### src/rtl/serial_mag_compare.sv
// Bit-serial MSB-first magnitude comparator: one bit pair per valid cycle, gt/lt/eq reported with a done pulse.
// Optional macro SIGNED_CMP_EN: treat operands as two's complement (MSB pair compares with inverted sense).
module serial_mag_compare #(
    parameter int W = 8
) (
    input  logic clk,
    input  logic reset_n,
    input  logic start,
    input  logic bit_valid,
    input  logic a_bit,
    input  logic b_bit,
    output logic busy,
    output logic done,
    output logic gt,
    output logic lt,
    output logic eq
);

    localparam int CW = (W > 1) ? $clog2(W) : 1;
    localparam logic [CW-1:0] LAST_IDX = CW'(W - 1);

    typedef enum logic [1:0] {
        IDLE,
        COMPARE,
        DONE
    } state_t;

    state_t        state_reg, state_next;
    logic [CW-1:0] cnt_reg, cnt_next;
    logic          gt_reg, gt_next;
    logic          lt_reg, lt_next;
    logic          eq_reg, eq_next;
    logic          decided_reg, decided_next;
    logic          a_wins, b_wins;

`ifdef SIGNED_CMP_EN
    // The sign bit carries negative weight, so a set MSB makes the operand smaller.
    logic msb_phase;
    assign msb_phase = (cnt_reg == '0);
    assign a_wins    = msb_phase ? b_bit : a_bit;
    assign b_wins    = msb_phase ? a_bit : b_bit;
`else
    assign a_wins = a_bit;
    assign b_wins = b_bit;
`endif

    always_ff @(posedge clk) begin
        if (!reset_n) begin
            state_reg   <= IDLE;
            cnt_reg     <= '0;
            gt_reg      <= 1'b0;
            lt_reg      <= 1'b0;
            eq_reg      <= 1'b0;
            decided_reg <= 1'b0;
        end else begin
            state_reg   <= state_next;
            cnt_reg     <= cnt_next;
            gt_reg      <= gt_next;
            lt_reg      <= lt_next;
            eq_reg      <= eq_next;
            decided_reg <= decided_next;
        end
    end

    always_comb begin
        state_next   = state_reg;
        cnt_next     = cnt_reg;
        gt_next      = gt_reg;
        lt_next      = lt_reg;
        eq_next      = eq_reg;
        decided_next = decided_reg;
        case (state_reg)
            IDLE: begin
                if (start) begin
                    state_next   = COMPARE;
                    cnt_next     = '0;
                    gt_next      = 1'b0;
                    lt_next      = 1'b0;
                    eq_next      = 1'b0;
                    decided_next = 1'b0;
                end
            end
            COMPARE: begin
                if (bit_valid) begin
                    if (!decided_reg && (a_bit != b_bit)) begin
                        gt_next      = a_wins;
                        lt_next      = b_wins;
                        decided_next = 1'b1;
                    end
                    // Counter parks on the last index rather than wrapping to zero.
                    if (cnt_reg == LAST_IDX) begin
                        state_next = DONE;
                        eq_next    = ~gt_next & ~lt_next;
                    end else begin
                        cnt_next = cnt_reg + 1'b1;
                    end
                end
            end
            DONE: begin
                state_next = IDLE;
            end
            default: begin
                state_next = IDLE;
            end
        endcase
    end

    assign busy = (state_reg != IDLE);
    assign done = (state_reg == DONE);
    assign gt   = gt_reg;
    assign lt   = lt_reg;
    assign eq   = eq_reg;

endmodule

### config.mk
export PLATFORM = sky130hd
export DESIGN_NAME = serial_mag_compare
export DESIGN_NICKNAME = d
export VERILOG_FILES = /design/src/rtl/serial_mag_compare.sv
export SDC_FILE = /design/constraint.sdc
export NUM_CORES = 1
export LEC_CHECK = 0
export CORE_AREA = 2 2 39 41
export CTS_CLUSTER_DIAMETER = 80
export DETAILED_ROUTE_END_ITERATION = 16
export DIE_AREA = 0 0 41 43
export RECOVER_POWER = 50
export SLEW_MARGIN = 15
export SYNTH_ARGS = -nofsm -noshare
export SYNTH_HDL_FRONTEND = slang
export SYNTH_SLANG_ARGS = --single-unit
export TNS_END_PERCENT = 100
### constraint.sdc
create_clock -name clk -period 1.65 [get_ports clk]
set_input_delay 0.33 -clock clk [delete_from_list [all_inputs] [get_ports clk]]
set_output_delay 0.33 -clock clk [all_outputs]
set_load 0.01 [all_outputs]
; Word-level counts from Yosys, hierarchy flattened
; Index checks and enable logic that the tools add are counted.
[classes]
addsub = 1
mul = 0
n_div = 0
magnitude_cmp = 0
n_eq_ne = 9
n_shift = 0
muxes = 25
bitwise = 3
reduce_logical = 10
[op_table]
columns = cell, count
row1 = $mux 1, 13
row2 = $reduce_and 4->1, 3
row3 = $ne 2x2->1 const B, 5
row4 = $mux 3, 3
row5 = $pmux 1 s2, 4
row6 = $mux 2, 3
row7 = $pmux 3 s2, 1
row8 = $reduce_and 3->1, 2
row9 = $pmux 2 s2, 1
row10 = $reduce_bool 2->1, 2
row11 = $add 3x1->3 const B, 1
row12 = $eq 3x3->1 const B, 1
row13 = $eq 2x1->1 const B, 1
row14 = $eq 2x2->1 const B, 1
row15 = $logic_not 2->1, 1
row16 = $not 1->1, 2
row17 = $and 1x1->1, 1
row18 = $logic_and 1x1->1, 1
row19 = $logic_not 1->1, 1
row20 = $ne 1x1->1, 1
[word_totals]
regBits = 9
latch_bits = 0
ram_bits = 0
mem_bits_ro = 0
inputBits = 6
output_inout_bits = 5
elab_cells = 54
memories = 0

; Depth between registers and ports, before layout
; Gate-level depths: netlist (run 1).
[depth]
ltp_word = 10
mapped_depth = 6
ltp_nobuf = 6

; Worst setup path before layout (run 1)
; Ideal clock, no wire load.
[synth_timing]
kind = flip-flop to flip-flop
from = register cnt_reg[0]
to = register cnt_reg[1]
setup_ns = 0.113
arrival_ns = 1.200
t_required_ns = 1.537
setup_slack_ns = 0.337
path_stages_with_launch = 7
n_path_buf = 0
period_less_slack_ns = 1.313
cell_sequence = dfxtp_1 -> ha_1 -> ha_1 -> nand3b_1 -> a21o_1 -> nand3_1 -> nand2_1
[synth_between]
elab_chain_cells = 4
elab_cells_between_ends = 7
cone_classes = add/sub (1) / eq/ne (2) / mux (3) / reduce/logical (1)
[synth_lines]
columns = element, line_no
row1 = start: declaration, 29  ; logic [CW-1:0] cnt_reg, cnt_next;
row2 = start signal: assignment, 57  ; cnt_reg <= cnt_next;
row3 = $add 3x1->3, 95  ; cnt_next = cnt_reg + 1'b1;
row4 = $mux 3, 91  ; if (cnt_reg == LAST_IDX) begin
row5 = $mux 3, 84  ; if (bit_valid) begin
row6 = $pmux 3 s2, 72  ; case (state_reg)
; Parallel ways exist; a longest one is shown, timed or not. The select of a mux whose other input is x is not followed.
; A chain may end at the register's enable or synchronous reset.

; Worst setup path in the final report (run 1)
[layout_timing]
from = register lt_reg (netlist: lt)
to = output lt
[layout_rtl]
columns = element, line_no
row1 = start: declaration, 31  ; logic lt_reg, lt_next;
row2 = start signal: assignment, 59  ; lt_reg <= lt_next;
row3 = end: declaration, 15  ; output logic lt,
; No word-level cell between the ends.

==> results of run 1 <==
[power breakdown]
group,internal (mW),switching [mW]
clock,0.0934,0.0820
sequential,0.223,0.00879
combinational,0.0353,0.0302
total,0.352,0.121
[logic make-up (layout without fill, tap and decap cells)]
kind of cell	after synthesis	after routing	synth area share
AO/OA/AOI/OAI	16	16	0.229
buffers and inverters	5	19	0.0565
XOR/XNOR	1	1	0.0180
adder cells (fa/ha/maj)	2	2	0.0514
flip-flops	9	9	0.370
AND/OR/NAND/NOR	23	23	0.275
[area by class of cell]
class / count / area, um^2
Tap cell: 16 / 20.0
Multi-Input combinational cell: 42 / 274
Sequential cell: 9 / 184
Clock buffer: 4 / 26.3
Timing Repair Buffer: 12 / 113
Inverter: 3 / 11.3
Fill cell: 141 / 756
[stage by stage]
stage | total power [mW] | hold slack (ns) | cell area [um^2]
3_5_place_dp | 0.305 | 0.462 | 606
4_1_cts | 0.480 | 0.471 | 633
5_1_grt | 0.498 | 0.486 | 628
3_3_place_gp | 0.305 | 0.449 | 606
6_report | 0.473 | 0.465 | 628
2_1_floorplan | 0.274 | 0.438 | 487
[layer usage]
metal	track usage	vias to the layer above	share of wire	routed length (um)
met3	0.0838	2	0.055	57
met5	0	-	0	0
met2	0.181	10	0.45	463
met1	0.159	204	0.48	501
met4	0.0600	0	0.014	14
li1	-	230	-	-
[Yosys cell counts (2+ instances only)]
master | count | area, um^2
a21oi_1 | 3 | 15.0
inv_1 | 3 | 11.3
nand2_1 | 5 | 18.8
nor2_1 | 5 | 18.8
ha_1 | 2 | 25.0
o21ai_0 | 5 | 25.0
a32o_1 | 2 | 20.0
dfxtp_1 | 9 | 180
nand3_1 | 5 | 25.0
[worst paths after layout]
check | slack [ns] | from | cells after the start | end
max reg2reg | 0.22 | cnt_reg[0]$_SDFFE_PN0P_ | 6 | cnt_reg[0]$_SDFFE_PN0P_
max | 0.09 | lt$_SDFFE_PN0P_ | 1 | lt
min reg2reg | 0.46 | cnt_reg[1]$_SDFFE_PN0P_ | 2 | cnt_reg[1]$_SDFFE_PN0P_
min | 0.46 | cnt_reg[1]$_SDFFE_PN0P_ | 2 | cnt_reg[1]$_SDFFE_PN0P_
[cells in the final DEF, fill, tap and decap left out, drive strengths merged]
| cell | instances |
|---|---|
| nand3b | 1 |
| buf | 2 |
| nor3 | 1 |
| dlygate4sd2 | 2 |
| nand2 | 5 |
| or2 | 1 |
| nand3 | 5 |
| nor3b | 1 |
| dlygate4sd3 | 2 |
| a32o | 2 |
| o211ai | 1 |
| o2111ai | 1 |
| o221a | 1 |
| inv | 3 |
| nor2 | 5 |
| and2 | 1 |
| nor4bb | 1 |
| a21oi | 3 |
| nand2b | 1 |
| a21boi | 1 |
| dfxtp | 9 |
| and2b | 1 |
| xnor2 | 1 |
| clkbuf | 4 |
| a21o | 2 |
| ha | 2 |
| clkdlybuf4s50 | 6 |
| o21ai | 5 |
[timing repair]
action | 4_1_cts | 5_1_grt
hold buffers | 0 | 0
setup endpoints to repair | 2 | 0
gates resized for setup | 4 | 0
==> summary.txt, run 1 <==
Clock tree
  – Clock latency at the later pin of the worst-skew pair: roughly 0.27 ns
  – Clk root buf: clkbuf_4
  – H-tree depth: 1
  – CTS tree: built
  – CTS sink count: 9
  – Max clock buf depth: 2
  – Post-CTS Repair Setup Buffers: 0
  – Clk slew on worst S/H paths: about 0.060 ns
  – CTS Buf Count: 3

Power
  – Worst vdd ir: roughly 0.41 mV
  – Power density over cell area: 753 mW/mm^2
  – Leak: 0.283 nW

Cells and area
  – Final std cells w/o fill: 86
  – Layout cell share with drive strength beyond 1: 0.171
  – Nets: 79
  – N_diodes: 0
  – Final Core Density: 0.454
  – Synth-to-Final Area Change: 29.0%
  – Max reg flops: 3

Place
  – Placed Cells incl. Taps: 82
  – Placer Congestion: 0.726
  – Placement Setup Slack: 0.100 ns
  – IO Port Bufs: 10
  – Hpwl dp: roughly 760 um

Run
  – MaxCap Viol Count: 0

Timing
  – RSZ-0062 raised after global routing: no
  – Worst-margin pin slew: 0.411 ns
  – Setup slack after layout: 0.0907 ns
  – Clock Skew: 0.00565 ns
  – Final period util: 0.945
  – Final hold violations: 0
  – Setup violations, final: 0
  – Rel. slew slack: 0.725
  – Max Slew Vio Count: 0
  – Tmin final: 1.56 ns
  – Max Fclk: between 600 and 700 MHz
  – Final setup TNS: 0 ns

Yosys
  – Mean Syn Cell Area: ~8.7 um^2
  – #FFs+latches synth: 9
  – Post-Synthesis Cells: 56
  – Most used DFF post-synth: dfxtp_1
  – Ys async rst share: 0
  – Post-Syn Area: roughly 490 um^2
  – Register area share after synthesis: 0.370
  – Yosys cell types: 26
  – Post-Syn Nets: 64
  – Number of synthesized flops with an enable pin: 0
  – Yosys warning total: 0

Drt
  – Routed WL: 1040 um
  – DRT iter0 DRCs: 1
  – Total number of vias: 446
  – Post-route DRC: 0
  – Antenna-violating nets left: 0
  – DR vias/cell: 5.19
  – DR WL/cell: 12.0 um
  – Pre-antenna DRT Iters: 2

Setup path
  – Crit path launch type: flop
  – WP data required: ~1.3 ns
  – Slowest stage cell on the critical path: clkdlybuf4s50_1
  – WP buf/inv: 1
  – Worst stage delay on the critical path: 0.57 ns
  – CP Data Arrival Time: 1.23 ns
  – Crit path max-delay family: buffers and inverters
  – Critical Path End Type: primary output
  – Critical path peak fanout: 5
  – CP Class: flop to primary output
  – Cells along the critical path: clkdlybuf4s50_1

Global routing
  – Vias in the first global route: ~370
  – Total gr overflow: 0
  – Largest net degree at the start of global routing: 11
  – First-pass GRT wire length: 1550 um
  – GRT Total Usage: 0.133
  – Initial antenna violation count: 0

Die
  – I/O pin cnt: 11
  – Die area: 0.00176 mm^2
  – Die width: 41 um
  – Core Footprint: about 0.0014 mm^2
  – Initial core utilization: 0.352
  – Die H: 43 um
  – Row count: 14

Worst hold path
  – Hold Path Class: flop to flop

Status
  – Status: finished clean
(Power assumes the default switching activity.)
==> run 2, diff against run 1 <==
--- a/config.mk
+++ b/config.mk
@@ -5,10 +5,11 @@
 export SDC_FILE = /design/constraint.sdc
 export NUM_CORES = 1
 export LEC_CHECK = 0
-export CORE_AREA = 2 2 39 41
-export CTS_CLUSTER_DIAMETER = 80
+export CORE_ASPECT_RATIO = 1.2
+export CORE_MARGIN = 2
+export CORE_UTILIZATION = 29
+export CTS_CLUSTER_DIAMETER = 30
 export DETAILED_ROUTE_END_ITERATION = 16
-export DIE_AREA = 0 0 41 43
 export RECOVER_POWER = 50
 export SLEW_MARGIN = 15
 export SYNTH_ARGS = -nofsm -noshare
==> run 2 against run 1 <==
Clock skew is 0.00077 ns lower. Hold slack worse by 0.0024 ns. Sequential power hardly changed. Sequential share of layout area is 0.17 points lower. Die area is 15% higher. Clock power is 2% lower. Core utilization is 6.5 points lower. Setup slack better by 0.0043 ns. Via count is 0.45% higher. Power is 1.7% lower. Global-route usage is 3.1 points lower.
==> summary.txt, run 2 (synthesized netlist as in run 1, its figures left out) <==
Timing
  – Hold WS: 0.462 ns
  – Tmin final: approximately 1.6 ns
  – Worst-margin pin slew: 0.400 ns
  – Setup slack after layout: 0.0949 ns
  – Clock Skew: 0.00488 ns
  – Max Slew Vio Count: 0
  – Final period util: 0.942
  – Final setup TNS: 0 ns
  – Rel. slew slack: 0.733
  – RSZ-0062 raised after global routing: no
  – Final hold violations: 0
  – Max Fclk: roughly 640 MHz
  – Setup violations, final: 0

Global routing
  – GRT Total Usage: 0.102
  – First-pass GRT wire length: 1570 um
  – Vias in the first global route: 388
  – Largest net degree at the start of global routing: 11
  – Initial antenna violation count: 0
  – Total gr overflow: 0

Status
  – Status: finished clean

Drt
  – Antenna-violating nets left: 0
  – Routed WL: between 900 and 1000 um
  – Pre-antenna DRT Iters: 4
  – Post-route DRC: 0
  – DRT iter0 DRCs: 15
  – DR WL/cell: around 11 um
  – DR vias/cell: 5.09
  – Total number of vias: between 400 and 500

Die
  – Die area: 0.00202 mm^2
  – I/O pin cnt: 11
  – Die H: 48.9 um
  – Core Footprint: approximately 0.0016 mm^2
  – Row count: 16
  – Die width: approximately 41 um
  – Initial core utilization: 0.304

Clock tree
  – CTS Buf Count: 3
  – CTS tree: built
  – CTS sink count: 9
  – Max clock buf depth: 2
  – Clk slew on worst S/H paths: approximately 0.06 ns
  – H-tree depth: 1
  – Cts hold-fix bufs: 0
  – Clk root buf: clkbuf_4
  – Clock latency at the later pin of the worst-skew pair: between 0.2 and 0.3 ns

Setup path
  – CP Data Arrival Time: 1.23 ns
  – Worst stage delay on the critical path: 0.37 ns
  – WP buf/inv: 1
  – Critical Path End Type: primary output
  – WP data required: 1.32 ns
  – Critical path peak fanout: 8
  – Slowest stage cell on the critical path: dfxtp_1
  – CP Class: flop to primary output
  – Cells along the critical path: or2_2 > dlygate4sd2_1
  – Crit path max-delay family: flip-flops
  – Crit path launch type: flop

Worst hold path
  – Hold Path Class: flop to flop

Cells and area
  – Max reg flops: 3
  – N_diodes: 0
  – Most common cell after layout, fill and taps aside: dfxtp_1
  – Nets: 79
  – Synth-to-Final Area Change: 28.0%
  – Layout cell share with drive strength beyond 1: 0.171
  – Most frequent cells in the layout: dfxtp_1, clkdlybuf4s50_1
  – Final std cells w/o fill: between 80 and 90

Run
  – MaxCap Viol Count: 0

Power
  – Leak: between 0.2 and 0.3 nW
  – Worst vdd ir: about 0.47 mV
  – Power density over cell area: about 750 mW/mm^2

Place
  – IO Port Bufs: 10
  – Placement Setup Slack: between 0.08 and 0.09 ns
  – Hpwl dp: 722 um
  – Placed Cells incl. Taps: 84
  – Placer Congestion: roughly 0.72
## run 2: cell counts in the layout (fill, tap and decap cells not counted)
No cell type changed its count.
## run 2: final cells by class
cell class,count,area (um^2)
well taps,18,22.5
fillers,167,978
flip-flops and latches,9,181
repair buffers,12,113
inverters,3,11.3
clock buffers,4,26.3
multi-input cells,42,269
## run 2: path summary, 6_finish.rpt
check | startpoint | slack, ns | endpoint | cells after the start
max reg2reg | cnt_reg[0]$_SDFFE_PN0P_ | 0.17 | cnt_reg[0]$_SDFFE_PN0P_ | 6
max | state_reg[0]$_SDFFE_PN0P_ | 0.09 | busy | 2
min reg2reg | cnt_reg[1]$_SDFFE_PN0P_ | 0.46 | cnt_reg[1]$_SDFFE_PN0P_ | 2
min | cnt_reg[1]$_SDFFE_PN0P_ | 0.46 | cnt_reg[1]$_SDFFE_PN0P_ | 2
## run 2: per-stage QoR
step	power, mW	instance area (um^2)	util
2_1_floorplan	0.274	487	-
3_3_place_gp	0.303	608	0.380
3_5_place_dp	0.304	608	0.380
4_1_cts	0.471	637	0.398
5_1_grt	0.490	623	0.389
6_report	0.465	623	0.389
## run 2: power breakdown
part	internal [mW]	total [mW]	switching (mW)	leakage (nW)
combinational	0.0336	0.0627	0.0291	0.187
clock	0.0932	0.171	0.0774	0.0150
sequential	0.224	0.231	0.00789	0.0737
total	0.350	0.465	0.114	0.276
## run 2: what timing repair did
action / 4_1_cts / 5_1_grt
buffers inserted: 0 / 0
gates resized for setup: 5 / 0
endpoints found under the setup margin: 2 / 0
## run 2: per-layer routing
layer	vias to the layer above	routed length, um	track usage
li1	232	-	-
met1	203	460	0.122
met2	11	434	0.151
met3	2	53	0.0370
met4	0	12	0.0645
met5	-	0	0
## run 2: worst reg2reg max path, stage by stage (launching register included)
cell,delay (ns)
dfxtp_1,0.33
ha_1,0.22
ha_1,0.23
nand3b_1,0.23
nor3_1,0.17
a21oi_1,0.05
a21boi_0,0.16
